### src/rtl/pdc_fill_ctrl.sv
// Purpose : write-side feeder for the 2048-entry predecode cache RAM; buffers two
//           predecoded lines, serialises each line into 4 entry writes, and runs a
//           full-array invalidation sweep. Also flags reads that target stale lines.
// Latency : line accepted at edge T into an idle, empty buffer -> RAM writes in
//           cycles T+1..T+4; sustained 1 line per 4 cycles with no bubbles.
// Backpr. : fill_ready drops when both buffer slots hold lines, while an invalidate
//           is pending, or during the sweep; upstream holds the offered line.
// Ports   : clk/rst (sync, active-high); fill_valid/fill_ready/fill_line/fill_data
//           line input; inv_req/inv_done sweep request and completion pulse;
//           write_addr/write_data/write_wen RAM write port; read_addr/read_clkEn
//           monitored read ports; rd_hazard per-port replay flag; busy.
module pdc_fill_ctrl #(
    parameter int PDC_W    = 40,
    parameter int LINE_ENT = 4
) (
    input  logic                      clk,
    input  logic                      rst,
    input  logic                      fill_valid,
    output logic                      fill_ready,
    input  logic [8:0]                fill_line,
    input  logic [LINE_ENT*PDC_W-1:0] fill_data,
    input  logic                      inv_req,
    output logic                      inv_done,
    output logic [10:0]               write_addr,
    output logic [PDC_W-1:0]          write_data,
    output logic                      write_wen,
    input  logic [2:0][10:0]          read_addr,
    input  logic [2:0]                read_clkEn,
    output logic [2:0]                rd_hazard,
    output logic                      busy
);

    typedef enum logic [1:0] {IDLE, FILL, INV} state_t;

    state_t                    state;
    logic [8:0]                ent_line [2];
    logic [LINE_ENT*PDC_W-1:0] ent_data [2];
    logic [1:0]                ent_vld;
    logic                      wr_ptr;
    logic                      rd_ptr;
    logic [1:0]                beat;
    logic                      inv_pend;
    logic [11:0]               sweep_cnt;
    logic                      wen_q;
    logic                      done_q;

    logic                      full;
    logic                      head_vld;
    logic                      push;
    logic                      pop;
    logic [PDC_W-1:0]          head_ent [LINE_ENT];

    assign full       = &ent_vld;
    assign head_vld   = ent_vld[rd_ptr];
    assign fill_ready = !rst && !full && !inv_pend && (state != INV);
    assign push       = fill_valid && fill_ready;
    // Head leaves the buffer on the same edge its last beat is registered out.
    assign pop        = head_vld && (state != INV) && (beat == 2'd3);

    always_comb begin
        for (int i = 0; i < LINE_ENT; i++) begin
            head_ent[i] = ent_data[rd_ptr][i*PDC_W +: PDC_W];
        end
    end

    // Line storage needs no reset: occupancy is tracked solely by ent_vld.
    always_ff @(posedge clk) begin
        if (push) begin
            ent_line[wr_ptr] <= fill_line;
            ent_data[wr_ptr] <= fill_data;
        end
    end

    always_ff @(posedge clk) begin
        if (rst) begin
            ent_vld    <= '0;
            wr_ptr     <= 1'b0;
            rd_ptr     <= 1'b0;
            state      <= IDLE;
            beat       <= 2'd0;
            inv_pend   <= 1'b0;
            sweep_cnt  <= '0;
            wen_q      <= 1'b0;
            write_addr <= '0;
            write_data <= '0;
            done_q     <= 1'b0;
        end else begin
            done_q <= 1'b0;
            // push and pop never touch the same slot: push needs a free slot,
            // pop needs the head slot occupied.
            if (push) begin
                ent_vld[wr_ptr] <= 1'b1;
                wr_ptr          <= ~wr_ptr;
            end
            if (pop) begin
                ent_vld[rd_ptr] <= 1'b0;
                rd_ptr          <= ~rd_ptr;
            end
            if (inv_req && (state != INV)) begin
                inv_pend <= 1'b1;
            end
            case (state)
                IDLE, FILL: begin
                    // Buffered lines always drain ahead of a pending sweep.
                    if (head_vld) begin
                        state      <= FILL;
                        wen_q      <= 1'b1;
                        write_addr <= {ent_line[rd_ptr], beat};
                        write_data <= head_ent[beat];
                        beat       <= beat + 2'd1;
                    end else if (inv_pend) begin
                        state      <= INV;
                        wen_q      <= 1'b1;
                        write_addr <= '0;
                        write_data <= '0;
                        sweep_cnt  <= '0;
                    end else begin
                        state <= IDLE;
                        wen_q <= 1'b0;
                    end
                end
                INV: begin
                    if (sweep_cnt == 12'd2047) begin
                        state     <= IDLE;
                        wen_q     <= 1'b0;
                        inv_pend  <= 1'b0;
                        done_q    <= 1'b1;
                        sweep_cnt <= '0;
                    end else begin
                        sweep_cnt  <= sweep_cnt + 12'd1;
                        write_addr <= sweep_cnt[10:0] + 11'd1;
                    end
                end
                default: state <= IDLE;
            endcase
        end
    end

    // A write registered before reset must not reach the RAM during reset.
    assign write_wen = wen_q && !rst;
    assign inv_done  = done_q && !rst;
    assign busy      = (|ent_vld) || (state != IDLE) || inv_pend;

    always_comb begin
        rd_hazard = '0;
        for (int k = 0; k < 3; k++) begin
            rd_hazard[k] = read_clkEn[k] &&
                           ((state == INV) || inv_pend ||
                            (ent_vld[0] && (read_addr[k][10:2] == ent_line[0])) ||
                            (ent_vld[1] && (read_addr[k][10:2] == ent_line[1])));
        end
    end

    // Entry-select bits of the read addresses do not affect line matching.
    logic unused_addr_bits;
    assign unused_addr_bits = &{1'b0, read_addr[0][1:0], read_addr[1][1:0], read_addr[2][1:0]};

endmodule

### config.mk
export PLATFORM = sky130hd
export DESIGN_NAME = pdc_fill_ctrl
export DESIGN_NICKNAME = d
export VERILOG_FILES = /design/src/rtl/pdc_fill_ctrl.sv
export SDC_FILE = /design/constraint.sdc
export NUM_CORES = 1
export LEC_CHECK = 0
export ABC_CLOCK_PERIOD_IN_PS = 10200
export CELL_PAD_IN_SITES_DETAIL_PLACEMENT = 1
export CELL_PAD_IN_SITES_GLOBAL_PLACEMENT = 2
export CORE_MARGIN = 2
export CORE_UTILIZATION = 35
export DETAILED_ROUTE_END_ITERATION = 6
export PLACE_DENSITY_LB_ADDON = 0.1
export SLEW_MARGIN = 10
export SYNTH_ARGS = -nofsm -noshare
export SYNTH_HDL_FRONTEND = slang
export SYNTH_SLANG_ARGS = --single-unit
### constraint.sdc
create_clock -name clk -period 10.2 [get_ports clk]
set_clock_uncertainty 0.2 [all_clocks]
set_input_delay 2.04 -clock clk [delete_from_list [all_inputs] [get_ports clk]]
set_output_delay 2.04 -clock clk [all_outputs]
set_load 0.01 [all_outputs]
# Word-level counts from Yosys, hierarchy flattened
# Memory sizes are Yosys's and may differ from the RTL's. A register that Yosys moved wholly into a read port is not among the register bits.
# Cells that the tools add are included.
[classes]
addsub = 3
n_mul = 0
div = 0
order_cmp = 5
eq_ne = 16
shift = 0
n_mux = 40
bitwise = 7
n_reduce_logical = 45
[ops]
columns = ["op", "count"]
rows = [
  ["40-bit two-way mux", 4],
  ["40-bit binary-select mux with 2-bit select", 1],
  ["9-bit == test", 6],
  ["12-bit two-way mux", 3],
  ["11-bit two-way mux", 3],
  ["12-bit case mux with 2 select lines", 1],
  ["11-bit case mux with 2 select lines", 1],
  ["1-bit logical AND", 20],
  ["1-bit two-way mux", 17],
  ["12-bit by 1-bit adder with 12-bit output, second input constant", 1],
  ["12-bit by 11-bit == test with 1-bit output, second input constant", 1],
  ["2-bit two-way mux", 6],
  ["11-bit by 1-bit adder with 11-bit output, second input constant", 1],
  ["2-bit inequality test, second input constant", 5],
  ["1-bit logical OR", 9],
  ["2-bit AND reduction", 4],
  ["3-bit AND reduction", 2],
  ["2-bit nonzero test", 3],
  ["2-bit OR reduction", 3],
  ["2-bit == test, second input constant", 2],
  ["1-bit by 2-bit less-than comparator with 1-bit output, second input constant", 2],
  ["2-bit case mux with 2 select lines", 1],
  ["3-bit greater-or-equal comparator, second input constant", 1],
  ["1-bit zero test", 3],
  ["12 further kinds", 16],
]
[word_totals]
register_bits = 74
latch_bits = 0
ramBits = 338
rom_bits = 0
elab_cells = 129
mem_count = 2
[mem_list]
columns = ["name", "words", "word_bits", "read_ports", "rd_clocked_by_memory_dff", "write_ports", "line", "source"]
rows = [
  ["ent_data", 2, 160, 1, 1, 1, "37", "logic [LINE_ENT*PDC_W-1:0] ent_data [2];"],
  ["ent_line", 2, 9, 3, 1, 1, "36", "logic [8:0] ent_line [2];"],
]

# Logic depth before layout (Yosys ltp)
[depth]
depth_word = 10
mapped_depth = 8
mapped_depth_nobuf = 6

# Worst setup path before layout
# Ideal clock, no wire load.
[synth_path]
path_kind = "input-to-reg"
start = "in rst"
end = "reg ent_vld[0]"
arrival_ns = 10.761
required_ns = 9.909
path_slack_ns = -0.852
path_stages = 4
path_buffers = 0
cell_sequence = "a2111oi_2 nand2_1 nor2_1 o221a_2"
[synth_via]
elab_chain_len = 9
[synth_rtl]
columns = ["element", "line", "source"]
rows = [
  ["from (decl)", "17", "input logic rst,"],
  ["1-bit zero test", "55", "assign fill_ready = !rst && !full && !inv_pend && (state != INV);"],
  ["1-bit logical AND (3 in series)", "55", ""],
  ["1-bit logical AND", "56", "assign push = fill_valid && fill_ready;"],
  ["2-bit two-way mux", "91", "if (push) begin"],
  ["2-bit two-way mux", "75", "if (rst) begin"],
  ["2-bit bitwise AND (no line)", "n/a", ""],
  ["2-bit two-way mux", "95", "if (pop) begin"],
  ["to (signal assigned)", "76", "ent_vld <= '0;"],
  ["to (signal, indexed assignment)", "92", "ent_vld[wr_ptr] <= 1'b1;"],
  ["to (signal, indexed assignment)", "96", "ent_vld[rd_ptr] <= 1'b0;"],
  ["to (decl)", "38", "logic [1:0] ent_vld;"],
]
# Parallel ways exist; a longest one is shown, timed or not. The select of a mux whose other input is x is not followed.
# A chain may end at the register's enable or synchronous reset.

# Worst setup path in the final report
[layout_path]
start = "in read_addr[3] (netlist name)"
end = "out rd_hazard[0]"
[layout_via]
elab_chain_len = 5
[layout_rtl]
columns = ["element", "line", "source"]
rows = [
  ["from (decl)", "27", "input logic [2:0][10:0] read_addr,"],
  ["9-bit == test", "149", "(ent_vld[0] && (read_addr[k][10:2] == ent_line[0])) ||"],
  ["1-bit logical AND", "149", ""],
  ["1-bit logical OR", "148", "((state == INV) || inv_pend ||"],
  ["1-bit logical OR (*)", "149", ""],
  ["1-bit logical AND (*)", "147", "rd_hazard[k] = read_clkEn[k] &&"],
  ["to (decl)", "29", "output logic [2:0] rd_hazard,"],
]
# Every way passes the cells marked *; elsewhere a longest branch is shown, timed or not.

==> metrics.log <==
INFO  metric cts_made_buffers = 48
INFO  metric totalNegativeSetupSlack = 0 ns
INFO  metric area_of_the_core = 45380 sq um
INFO  metric cp_data_required_time = 7.96 ns
INFO  metric synth-compound-area-share = 4.292%
INFO  metric post-route-period-util = 63.12%
INFO  metric switching_share = 21.73%
INFO  metric first_global_vias = 9744
INFO  metric dpl_cell_area = 19350 sq um
INFO  metric setup_violations = 0
INFO  metric wire_length_on_met1 = 16860 microns
INFO  metric fp.dieH = 218.4 microns
INFO  metric synth_flop_cell = sky130_fd_sc_hd__edfxtp_1
INFO  metric synthArstFlopShare = 0%
INFO  metric p_int = 0.003066 W
INFO  metric leakage = 6.525 nW
INFO  metric start_kind = input port
INFO  metric grt_start_max_net_pins = 148
INFO  metric grt_first_pass_wirelength = 60560 microns
INFO  metric drcViolationCount = 0
INFO  metric hold_violations = 0
INFO  metric final_max_slew_viol_count = 0
INFO  metric critical_path.reg2reg.endpoint = ent_data[0][143]
INFO  metric critical-path-top-cell-by-count = sky130_fd_sc_hd__clkdlybuf4s50_1
INFO  metric slew_headroom = 21.40%
INFO  metric placement_rows = 78
INFO  metric antenna_found_initial = 10
INFO  metric maximum_number_of_buffers_from_clock_root_to_sink = 3
INFO  metric pwr-share-seq = 49.1%
INFO  metric syn_to_final_growth = 30.07%
INFO  metric synth-seq-cells = 413
INFO  metric result_of_the_run = finished clean
INFO  metric post_synth_num_cell_types = 52
INFO  metric synth.cell_area = 16090 sq um
INFO  metric port_buffers = 260
INFO  metric cp_max_fo = 2
INFO  metric worstMarginPinSlew = 1.174 ns
INFO  metric synth_warnings = 0
INFO  metric worst_setup_path_end_kind = output pin
INFO  metric floorplan.io_pins = 267
INFO  metric wl_met3 = 2906 microns
INFO  metric via_count = 8852
INFO  metric worstPathCellList = clkdlybuf4s50_1, xor2_1, nor4_1, nand4_1, o21ai_0, clkdlybuf4s50_1
INFO  metric max_clock_freq = 155.3 MHz
INFO  metric cts_tree = yes
INFO  metric highest_metal_layer_used_by_the_detailed_router = met5
INFO  metric r2r.worst_path.cells = 6
INFO  metric worstSetupPathType = input port to output pin
INFO  metric wl_per_cell = 21.88 microns
INFO  metric fraction_of_the_yosys_area_taken_by_sequential_cells = 72.40%
INFO  metric synth-simple-area-share = 3.817%
INFO  metric vias_per_cell = 4.858
INFO  metric cts.clk_slew.worst_paths = 0.05 ns
INFO  metric die-width = 218.4 microns
INFO  metric comb_power_share = 7.7%
INFO  metric min_path_type = register to register
INFO  metric p_clk_share = 43.2%
INFO  metric synth_fa_ha_area_share = 0.1555%
INFO  metric totalWireLength = 39860 microns
INFO  metric post_route_cells_drive_above_1_share = 14.79%
INFO  metric r2r_slack = 6.72 ns
INFO  metric layout_common_cells = 338 x sky130_fd_sc_hd__edfxtp_1, 260 x sky130_fd_sc_hd__clkdlybuf4s50_1, 80 x sky130_fd_sc_hd__mux4_2
INFO  metric place.detailed.hpwl = 24930 microns
INFO  metric cts_resized = 0
INFO  metric max_cap_violations = 0
INFO  metric power_density = 187.2 nW/um^2
INFO  metric numClockSinks = 413
INFO  metric synth_nets = 1118
INFO  metric gr-total-overflow = 0
INFO  metric cts_hold_buffers = 0
INFO  metric cts.htree.levels = 2
INFO  metric track_usage = 17.07%
INFO  metric grt_setup_unrepaired = no
INFO  metric post-cts-setup-buffers = 0
INFO  metric clock-root-buffer = sky130_fd_sc_hd__clkbuf_16
INFO  metric fin_nets = 1388
INFO  metric hold_path_depth = 2
INFO  metric synth_enable_flop_cells = 338
INFO  metric post_synth_inst_count = 907
INFO  metric whs_endpoint = write_data[23]
INFO  metric initialDrtViolationCount = 443
INFO  metric post_synth.cell_area_avg = 17.74 sq um
INFO  metric floorplan.initialDensity = 35.46%
INFO  metric drt-pass1-iter-count = 6
INFO  metric worst_skew_pair.late_latency = 0.57 ns
INFO  metric dr_wl_met2 = 19320 microns
INFO  metric slowest_delay = 0.60 ns
INFO  metric crit_path_slowest_cell = sky130_fd_sc_hd__clkdlybuf4s50_1
INFO  metric fp.dieArea = 47710 sq um
INFO  metric hold_path.startpoint = write_data[23]
INFO  metric route.antenna.remaining_nets = 0
INFO  metric yosys.area_share.xor_xnor = 3.483%
INFO  metric dominant_combinational_cell_family_by_area_after_synthesis = multiplexers
INFO  metric muxShareOfSynthArea = 14.46%
INFO  metric vdd_ir_drop_max = 0.1447 mV
INFO  metric finalCriticalPeriod = 6.438 ns
INFO  metric net-switching-power = 0.0008512 W
INFO  metric final_common_cell = sky130_fd_sc_hd__edfxtp_1
INFO  metric arrival = 4.20 ns
INFO  metric gp_congestion = 0.8131
INFO  metric final_area = 20930 sq um
INFO  metric worstReg2RegStart = state[1]
-- worst max-delay path by stage --
stage                       startpoint  slack [ns]  cells after the start           end
after floorplan                    rst        2.18                      4    ent_vld[0]
after global placement    read_addr[3]        3.78                      6  rd_hazard[0]
after detailed placement  read_addr[9]        3.78                      6  rd_hazard[0]
after CTS                 read_addr[3]        3.77                      6  rd_hazard[0]
after global routing      read_addr[9]        3.67                      6  rd_hazard[0]
final                     read_addr[3]        3.76                      6  rd_hazard[0]
-- synthesized netlist by cell type (2+ instances only) --
master,instances,share of area (%)
sky130_fd_sc_hd__a211oi_2,3,0.23
sky130_fd_sc_hd__a21oi_1,27,0.84
sky130_fd_sc_hd__a22oi_1,3,0.14
sky130_fd_sc_hd__a31oi_1,3,0.12
sky130_fd_sc_hd__buf_1,2,0.047
sky130_fd_sc_hd__buf_2,11,0.34
sky130_fd_sc_hd__buf_6,2,0.14
sky130_fd_sc_hd__clkbuf_1,33,0.77
sky130_fd_sc_hd__dfxtp_1,75,9.3
sky130_fd_sc_hd__edfxtp_1,338,63
sky130_fd_sc_hd__ha_1,2,0.16
sky130_fd_sc_hd__inv_1,4,0.093
sky130_fd_sc_hd__mux2_2,4,0.28
sky130_fd_sc_hd__mux2i_1,48,3.0
sky130_fd_sc_hd__mux4_2,80,11
sky130_fd_sc_hd__nand2_1,51,1.2
sky130_fd_sc_hd__nand3_1,9,0.28
sky130_fd_sc_hd__nand4_1,13,0.51
sky130_fd_sc_hd__nor2_1,31,0.72
sky130_fd_sc_hd__nor2b_1,3,0.12
sky130_fd_sc_hd__nor3_1,2,0.062
sky130_fd_sc_hd__nor4_1,5,0.19
sky130_fd_sc_hd__o21ai_0,61,1.9
sky130_fd_sc_hd__o31a_1,3,0.16
sky130_fd_sc_hd__or3_1,3,0.12
sky130_fd_sc_hd__or4_1,3,0.14
sky130_fd_sc_hd__xnor2_1,47,2.6
sky130_fd_sc_hd__xor2_1,17,0.93
-- power groups by stage --
stage                     combinational [W]  sequential [W]  clock (W)
after detailed placement           0.000310         0.00196          0
after global routing               0.000332         0.00193    0.00181
after global placement             0.000306         0.00196          0
after CTS                          0.000312         0.00192    0.00176
after floorplan                    0.000140         0.00196          0
final                              0.000304         0.00192    0.00169
-- cell families (layout without fill, tap and decap cells) --
kind of cell               count (synthesis)  count (layout)
DFF                                      413             413
muxes                                    132             132
and+or+nand+nor                          130             130
AOI/OAI and AO/OA                        114             114
xor gates and xnor gates                  64              64
buffers and inverters                     52             362
adders and majority gates                  2               2
other                                      0               5
-- worst max-delay path, delay by kind of cell --
kind	cells	cell delay (ns)
AND/OR/NAND/NOR	2	0.60
XOR/XNOR	1	0.17
buffers and inverters	2	1.06
AO/OA/AOI/OAI	1	0.33
-- per-stage QoR --
stage | instances | util, % | setup slack, ns | hold WS [ns] | power [W]
after floorplan | 907 | - | 2.180 | 0.2759 | 0.002096
after global placement | 1727 | 42.64 | 3.783 | 0.2334 | 0.002262
after detailed placement | 1727 | 42.64 | 3.782 | 0.2413 | 0.002269
after CTS | 1817 | 46.10 | 3.774 | 0.2539 | 0.003990
after global routing | 1817 | 46.10 | 3.670 | 0.2819 | 0.004070
final | 1822 | 46.13 | 3.762 | 0.2466 | 0.003918
-- final cells by class --
type	count	area [sq um]
fill	4336	24450
inverter	4	15.01
antenna	5	12.51
multi-input combinational	442	4234
timing repair buffer	268	2688
clock inverter	29	257.7
tap	600	750.7
sequential	413	11660
clock buffer	61	1313
-- per-layer routing --
metal	global-route usage, %	up-vias
met5	0	-
met4	4.127	12
met3	5.887	59
met2	28.07	206
met1	21.64	4436
li1	-	4139
-- state kept, by name (all words and copies together), names as in the netlist, 2 cells and up, named ones only --
name,count
beat,2
write_data,40
ent_line,18
write_addr,11
state,2
ent_vld,2
ent_data,320
sweep_cnt,12
Power figures use the tool's default switching activity.
